## src/rtl/instr_decoder_pipe_pkg.sv

```systemverilog
// Shared types and field layout for the buffered instruction decoder.
// Field widths live here so the decoder, its buffer and any reference model
// agree on one layout. Optional feature macro: INSTR_DECODER_ILLEGAL_CNT_EN.
package instr_decoder_pipe_pkg;

    localparam int GRP_W     = 4;
    localparam int REG_IDX_W = 4;
    localparam int OPER_W    = 4;
    localparam int IMM_W     = 16;
    localparam int INSTR_W   = GRP_W + 2*REG_IDX_W + OPER_W + IMM_W;
    localparam int FILL_W    = IMM_W - REG_IDX_W;

    // Bit positions, MSB first: group, ra, rb, then the group-specific tail.
    localparam int RA_LSB    = INSTR_W - GRP_W - REG_IDX_W;
    localparam int RB_LSB    = RA_LSB - REG_IDX_W;
    localparam int RC_LSB    = RB_LSB - REG_IDX_W;
    localparam int FILL_LSB  = OPER_W;
    localparam int OP1_LSB   = IMM_W;

    typedef enum logic [1:0] {
        GRP_0 = 2'd0,
        GRP_1 = 2'd1,
        GRP_2 = 2'd2,
        GRP_3 = 2'd3
    } grp_e;

    typedef struct packed {
        grp_e                 group;
        logic [REG_IDX_W-1:0] ra;
        logic [REG_IDX_W-1:0] rb;
        logic [REG_IDX_W-1:0] rc;
        logic [OPER_W-1:0]    opcode;
        logic [IMM_W-1:0]     imm_val;
    } decoded_t;

    typedef struct packed {
        logic     illegal;
        decoded_t dec;
    } port_out_instr_decoder_t;

    // Split a raw word into fields. Unknown groups decode to all-zero fields
    // so downstream never sees garbage register indices.
    function automatic port_out_instr_decoder_t decode_instr(input logic [INSTR_W-1:0] w);
        port_out_instr_decoder_t r;
        logic [GRP_W-1:0]        g;
        logic [FILL_W-1:0]       fill;
        r    = '0;
        g    = w[INSTR_W-1 -: GRP_W];
        fill = w[FILL_LSB +: FILL_W];
        if (g >= GRP_W'(4)) begin
            r.illegal = 1'b1;
        end else begin
            r.dec.group = grp_e'(g[1:0]);
            r.dec.ra    = w[RA_LSB +: REG_IDX_W];
            r.dec.rb    = w[RB_LSB +: REG_IDX_W];
            if (g == GRP_W'(1)) begin
                r.dec.opcode  = w[OP1_LSB +: OPER_W];
                r.dec.imm_val = w[0 +: IMM_W];
            end else begin
                r.dec.rc      = w[RC_LSB +: REG_IDX_W];
                r.dec.opcode  = w[0 +: OPER_W];
                r.illegal     = (fill != '0);
            end
        end
        return r;
    endfunction

endpackage

```

## src/rtl/instr_decoder_pipe_if.sv

```systemverilog
// Fetch-side and register-read-side handshake bundle for the decoder.
// master: the decoder itself; slave: the surrounding pipeline.
interface instr_decoder_pipe_if;
    import instr_decoder_pipe_pkg::*;

    logic               in_valid;
    logic               in_ready;
    logic [INSTR_W-1:0] in_instr;
    logic               out_valid;
    logic               out_ready;
    decoded_t           out_decoded;
    logic               out_illegal;

    modport master (
        input  in_valid, in_instr, out_ready,
        output in_ready, out_valid, out_decoded, out_illegal
    );

    modport slave (
        output in_valid, in_instr, out_ready,
        input  in_ready, out_valid, out_decoded, out_illegal
    );
endinterface

```

## src/rtl/instr_decoder_pipe_fifo.sv

```systemverilog
// Generic DEPTH x WIDTH buffer with occupancy count and synchronous flush.
// DEPTH must be a power of two so the pointers wrap by natural overflow.
module instr_decoder_fifo #(
    parameter int DEPTH = 2,
    parameter int WIDTH = 8
) (
    input  logic                       clk,
    input  logic                       reset,
    input  logic                       flush,
    input  logic                       push,
    input  logic                       pop,
    input  logic [WIDTH-1:0]           wdata,
    output logic [WIDTH-1:0]           rdata,
    output logic                       full,
    output logic                       empty,
    output logic [$clog2(DEPTH+1)-1:0] count
);
    localparam int PTR_W = $clog2(DEPTH);
    localparam int CNT_W = $clog2(DEPTH+1);

    logic [WIDTH-1:0] mem [DEPTH];
    logic [PTR_W-1:0] wr_ptr;
    logic [PTR_W-1:0] rd_ptr;
    logic [CNT_W-1:0] cnt;
    logic             wr_en;
    logic             rd_en;

    // Flush and reset suppress both sides so a same-cycle pop cannot advance.
    assign wr_en = push && !full && !flush && !reset;
    assign rd_en = pop && !empty && !flush && !reset;

    assign full  = (cnt == CNT_W'(DEPTH));
    assign empty = (cnt == '0);
    assign count = cnt;
    assign rdata = mem[rd_ptr];

    // Storage write; contents need no reset because empty masks the head.
    always_ff @(posedge clk) begin
        if (wr_en) begin
            mem[wr_ptr] <= wdata;
        end
    end

    // Pointer and occupancy tracking with reset over flush priority.
    always_ff @(posedge clk) begin
        if (reset || flush) begin
            wr_ptr <= '0;
            rd_ptr <= '0;
            cnt    <= '0;
        end else begin
            if (wr_en) begin
                wr_ptr <= wr_ptr + PTR_W'(1);
            end
            if (rd_en) begin
                rd_ptr <= rd_ptr + PTR_W'(1);
            end
            unique case ({wr_en, rd_en})
                2'b10:   cnt <= cnt + CNT_W'(1);
                2'b01:   cnt <= cnt - CNT_W'(1);
                default: cnt <= cnt;
            endcase
        end
    end
endmodule

```

## src/rtl/instr_decoder_pipe.sv

```systemverilog
// Buffered instruction decoder: decodes groups 0-3 on the way in, flags
// illegal encodings and queues results for the register-read stage.
// Optional INSTR_DECODER_ILLEGAL_CNT_EN adds a saturating illegal-push counter.
module instr_decoder_pipe
    import instr_decoder_pipe_pkg::*;
#(
    parameter int DEPTH = 2
) (
    input  logic                       clk,
    input  logic                       reset,
    input  logic                       flush,
    instr_decoder_pipe_if.master       bus,
    output logic [$clog2(DEPTH+1)-1:0] count
`ifdef INSTR_DECODER_ILLEGAL_CNT_EN
    ,
    output logic [15:0]                illegal_cnt
`endif
);
    port_out_instr_decoder_t dec_in;
    port_out_instr_decoder_t head;
    logic                    fifo_full;
    logic                    fifo_empty;
    logic                    push;
    logic                    pop;

    assign dec_in = decode_instr(bus.in_instr);

    // No bypass: a full buffer refuses input even when the head is leaving.
    assign bus.in_ready  = !fifo_full && !flush && !reset;
    assign push          = bus.in_valid && bus.in_ready;
    assign pop           = bus.out_valid && bus.out_ready;

    assign bus.out_valid   = !fifo_empty;
    assign bus.out_decoded = fifo_empty ? '0 : head.dec;
    assign bus.out_illegal = !fifo_empty && head.illegal;

    instr_decoder_fifo #(
        .DEPTH (DEPTH),
        .WIDTH ($bits(port_out_instr_decoder_t))
    ) u_fifo (
        .clk   (clk),
        .reset (reset),
        .flush (flush),
        .push  (push),
        .pop   (pop),
        .wdata (dec_in),
        .rdata (head),
        .full  (fifo_full),
        .empty (fifo_empty),
        .count (count)
    );

`ifdef INSTR_DECODER_ILLEGAL_CNT_EN
    // Count accepted illegal words; survives flush, saturates at all-ones.
    always_ff @(posedge clk) begin
        if (reset) begin
            illegal_cnt <= '0;
        end else if (push && dec_in.illegal && (illegal_cnt != 16'hFFFF)) begin
            illegal_cnt <= illegal_cnt + 16'd1;
        end
    end
`endif
endmodule

```

## src/flat_wrapper.sv

```systemverilog
// flat-port wrapper written by rule: the top's interface ports become plain ports
module instr_decoder_pipe_flat import instr_decoder_pipe_pkg::*;
#(
    parameter int DEPTH = 2
)
  (clk, reset, flush, count, bus_in_valid, bus_in_instr, bus_out_ready, bus_in_ready, bus_out_valid, bus_out_decoded, bus_out_illegal);
  instr_decoder_pipe_if bus_i ();
  input  logic clk;
  input  logic reset;
  input  logic flush;
  output logic [$clog2(DEPTH+1)-1:0] count;
  input wire logic [$bits(bus_i.in_valid)-1:0] bus_in_valid;
  input wire logic [$bits(bus_i.in_instr)-1:0] bus_in_instr;
  input wire logic [$bits(bus_i.out_ready)-1:0] bus_out_ready;
  output wire logic [$bits(bus_i.in_ready)-1:0] bus_in_ready;
  output wire logic [$bits(bus_i.out_valid)-1:0] bus_out_valid;
  output wire logic [$bits(bus_i.out_decoded)-1:0] bus_out_decoded;
  output wire logic [$bits(bus_i.out_illegal)-1:0] bus_out_illegal;
  assign bus_i.in_valid = bus_in_valid;
  assign bus_i.in_instr = bus_in_instr;
  assign bus_i.out_ready = bus_out_ready;
  assign bus_in_ready = bus_i.in_ready;
  assign bus_out_valid = bus_i.out_valid;
  assign bus_out_decoded = bus_i.out_decoded;
  assign bus_out_illegal = bus_i.out_illegal;
  instr_decoder_pipe #(.DEPTH(DEPTH)) u_core (.clk(clk), .reset(reset), .flush(flush), .bus(bus_i), .count(count));
endmodule
```

## config.mk

```make
export PLATFORM = sky130hd
export DESIGN_NAME = instr_decoder_pipe_flat
export DESIGN_NICKNAME = d
export VERILOG_FILES = /design/src/rtl/instr_decoder_pipe_pkg.sv /design/src/rtl/instr_decoder_pipe_if.sv /design/src/rtl/instr_decoder_pipe_fifo.sv /design/src/rtl/instr_decoder_pipe.sv /design/src/flat_wrapper.sv
export SDC_FILE = /design/constraint.sdc
export NUM_CORES = 1
export LEC_CHECK = 0
export CORE_MARGIN = 2
export CORE_UTILIZATION = 45
export DETAILED_ROUTE_END_ITERATION = 10
export PLACE_DENSITY = 0.82
export SETUP_SLACK_MARGIN = 0.3
export SLEW_MARGIN = 40
export SYNTH_ARGS = -nofsm -noshare
export SYNTH_HDL_FRONTEND = slang
export SYNTH_SLANG_ARGS = --single-unit
```

## constraint.sdc

```tcl
create_clock -name clk -period 3.8 [get_ports clk]
set_input_delay 0.76 -clock clk [delete_from_list [all_inputs] [get_ports clk]]
set_output_delay 0.76 -clock clk [all_outputs]
set_load 0.01 [all_outputs]
```

==> flow_metrics.tcl <==
set metrics [dict create \
    status "finished, final reports clean" \
    rows 30 \
    min_period_over_period 0.790 \
    rsz0062_at_grt "false" \
    dp_cells 393 \
    insertedDiodeCount 0 \
    setup_tns_ns 0 \
    clock_skew_ns 0.00646 \
    hold_ws_ns 0.525 \
    fillers 558 \
    seq_area_frac_synth 0.691 \
    min_period_ns 3.00 \
    worst_slew_pin_slew_ns 0.631 \
    design.core.area_sq_um 6830 \
    grt_antenna_before_repair 0 \
    place_congestion 0.728 \
    worstSkewPairLatency_ns 0.33 \
    syn-instance-count 228 \
    globalRouteOverflowTotal 0 \
    die-area_sq_um 7770 \
    postRouteAntennaNets 0 \
    numCtsBuffers 9 \
    hp-class "flop to flop" \
    hold_buffers 0 \
    post_cts_resized 0 \
    fin_ws_ns 0.797 \
    path_class "input pin to primary output" \
    routed_wl_microns 6070 \
    final_nets 347 \
    yosysWarningCount 0 \
    vias 1964 \
    first_iter_violations 110 \
    dieHeight_microns 88.2 \
    leakagePower_nw 1.37 \
    dp_hpwl_microns 3980 \
    areaGrowthSynthToFinish_pct 35.1 \
    drt_first_pass_iters 4 \
    grt_pass1_wl_microns 9360 \
    die_w_microns 88.2 \
    final-setup-viol-count 0 \
    grt_util_all_layers 0.164 \
    cpMostUsedCell "clkdlybuf4s50_1" \
    initial_core_util 0.466 \
    routedWlPerCell_microns 14.8 \
    dpl_worst_slack_ns 0.813 \
    htreeDepth 3 \
    slew_violations 0 \
    cp.required_ns 3.04 \
    endpoint_kind "primary output" \
    clk_path_buf_depth 2 \
    clock.fmax_mhz 333 \
    slew_headroom 0.577 \
    drive_gt1_frac 0.0764 \
    worstSetupStartpointType "input pin" \
    critPathSlowestCell "clkdlybuf4s50_1" \
    synth-seq-cells 75 \
    synth.avg_cell_area_sq_um 14.0 \
    netlist_area_sq_um 3190 \
    max_stage_delay_ns 0.55 \
    crit_fanout 5 \
    peakVddDrop_uv 229 \
    cp_cell_sequence "clkdlybuf4s50_1 -> nor2_1 -> and2_1 -> clkdlybuf4s50_1" \
    grt_max_degree 37 \
    clock-sinks 75 \
    final_cells 410 \
    grt_pass1_vias 1984 \
    cts_root_buf "clkbuf_8" \
    post_cts_buffers 0 \
    cap_violations 0 \
    via_per_inst 4.79 \
    hold_viol_final 0 \
    portBuffers 75 \
    power.density_nw_per_um2 405 \
    pin_count 76 \
    cp.arrival_ns 2.24 \
    drc 0 \
    cts_tree "built" \
    clk_pin_slew_ns 0.07 \
    syn_nets 266 \
    ys_types 26 \
]
-- area by class of cell --
| cell class | count | area, sq um | share of cell area |
|---|---|---|---|
| clock buffers | 10 | 128 | 0.0296 |
| clock inverters | 6 | 104 | 0.0241 |
| inverters | 2 | 7.51 | 0.00174 |
| multi-input cells | 141 | 936 | 0.217 |
| flip-flops and latches | 75 | 2200 | 0.512 |
| well taps | 96 | 120 | 0.0279 |
| repair buffers | 80 | 808 | 0.188 |
-- Yosys cell counts --
| master | count | share of area |
|---|---|---|
| a21boi_0 | 1 | 0.0024 |
| a21boi_1 | 1 | 0.0024 |
| and2_1 | 30 | 0.059 |
| and3_1 | 1 | 0.0020 |
| and4_1 | 1 | 0.0027 |
| buf_2 | 4 | 0.0063 |
| buf_4 | 4 | 0.0094 |
| clkbuf_1 | 1 | 0.0012 |
| clkbuf_2 | 1 | 0.0016 |
| dfxtp_1 | 5 | 0.031 |
| edfxtp_1 | 70 | 0.66 |
| ha_1 | 1 | 0.0039 |
| inv_1 | 2 | 0.0024 |
| mux2i_1 | 36 | 0.11 |
| nand2_1 | 9 | 0.011 |
| nand2b_1 | 1 | 0.0020 |
| nand3_1 | 1 | 0.0016 |
| nor2_1 | 39 | 0.046 |
| nor2_2 | 1 | 0.0020 |
| nor3_1 | 5 | 0.0079 |
| nor4_1 | 3 | 0.0059 |
| nor4b_4 | 1 | 0.0075 |
| o21ai_0 | 6 | 0.0094 |
| or3_1 | 1 | 0.0020 |
| xnor2_1 | 1 | 0.0027 |
| xor2_1 | 2 | 0.0055 |
-- logic make-up (layout without fill, tap and decap cells) --
kind of cell             count (synthesis)  in the layout  synth area share
XOR/XNOR                                 3              3           0.00825
AO/OA/AOI/OAI                            8              8            0.0141
buffers and inverters                   12             98            0.0208
flip-flops                              75             75             0.691
AND/OR/NAND/NOR                         93             93             0.149
adder cells (fa/ha/maj)                  1              1           0.00393
multiplexers                            36             36             0.113
-- report_power, final --
part           leakage, nW  switching (mW)  internal [mW]
Sequential           0.632         0.00578          0.917
Combinational        0.621          0.0499         0.0655
Clock                0.118           0.276          0.432
-- stage by stage --
| stage | power (mW) | utilization | instance area [sq um] |
|---|---|---|---|
| final | 1.75 | 0.630 | 4310 |
| after global placement | 1.05 | 0.592 | 4040 |
| after CTS | 1.76 | 0.626 | 4280 |
| after detailed placement | 1.06 | 0.592 | 4040 |
| after global routing | 1.81 | 0.630 | 4310 |
| after floorplan | 0.983 | - | 3190 |
-- registers in the layout, summed over array words and instances (netlist names), named ones only --
signal,flops
u_core.u_fifo.wr_ptr,1
u_core.u_fifo.count,2
u_core.u_fifo.mem,70
u_core.u_fifo.rd_ptr,1
-- per-layer routing --
metal,up-vias,part of all wire,GRT usage
met5,-,0,0
met4,0,0.016,0.0744
met3,9,0.053,0.0368
met2,64,0.51,0.281
met1,910,0.42,0.200
li1,981,-,-
-- critical path: cells and delay by family --
| kind | cells | cell delay (ns) |
|---|---|---|
| buffers and inverters | 2 | 1.03 |
| and+or+nand+nor | 2 | 0.45 |
-- cells in the final DEF, fill, tap and decap left out, drive strengths merged, types with 3 or more instances in the layout --
master and instances:
clkdlybuf4s50 75, edfxtp 70, nor2 40, mux2i 36, and2 30, clkbuf 10, nand2 9, o21ai 6
nor3 5, buf 5, dfxtp 5, nor4 3, bufinv 3, clkinv 3
-- path summary, 6_finish.rpt --
| path | end | cells after the start | startpoint | slack (ns) |
|---|---|---|---|---|
| max | bus_in_ready | 4 | reset | 0.80 |
| min | u_core.u_fifo.wr_ptr | 1 | u_core.u_fifo.wr_ptr | 0.52 |
| max reg2reg | u_core.u_fifo.count[1] | 5 | u_core.u_fifo.count[0] | 1.97 |
| min reg2reg | u_core.u_fifo.wr_ptr | 1 | u_core.u_fifo.wr_ptr | 0.52 |
Power figures use the tool's default switching activity.
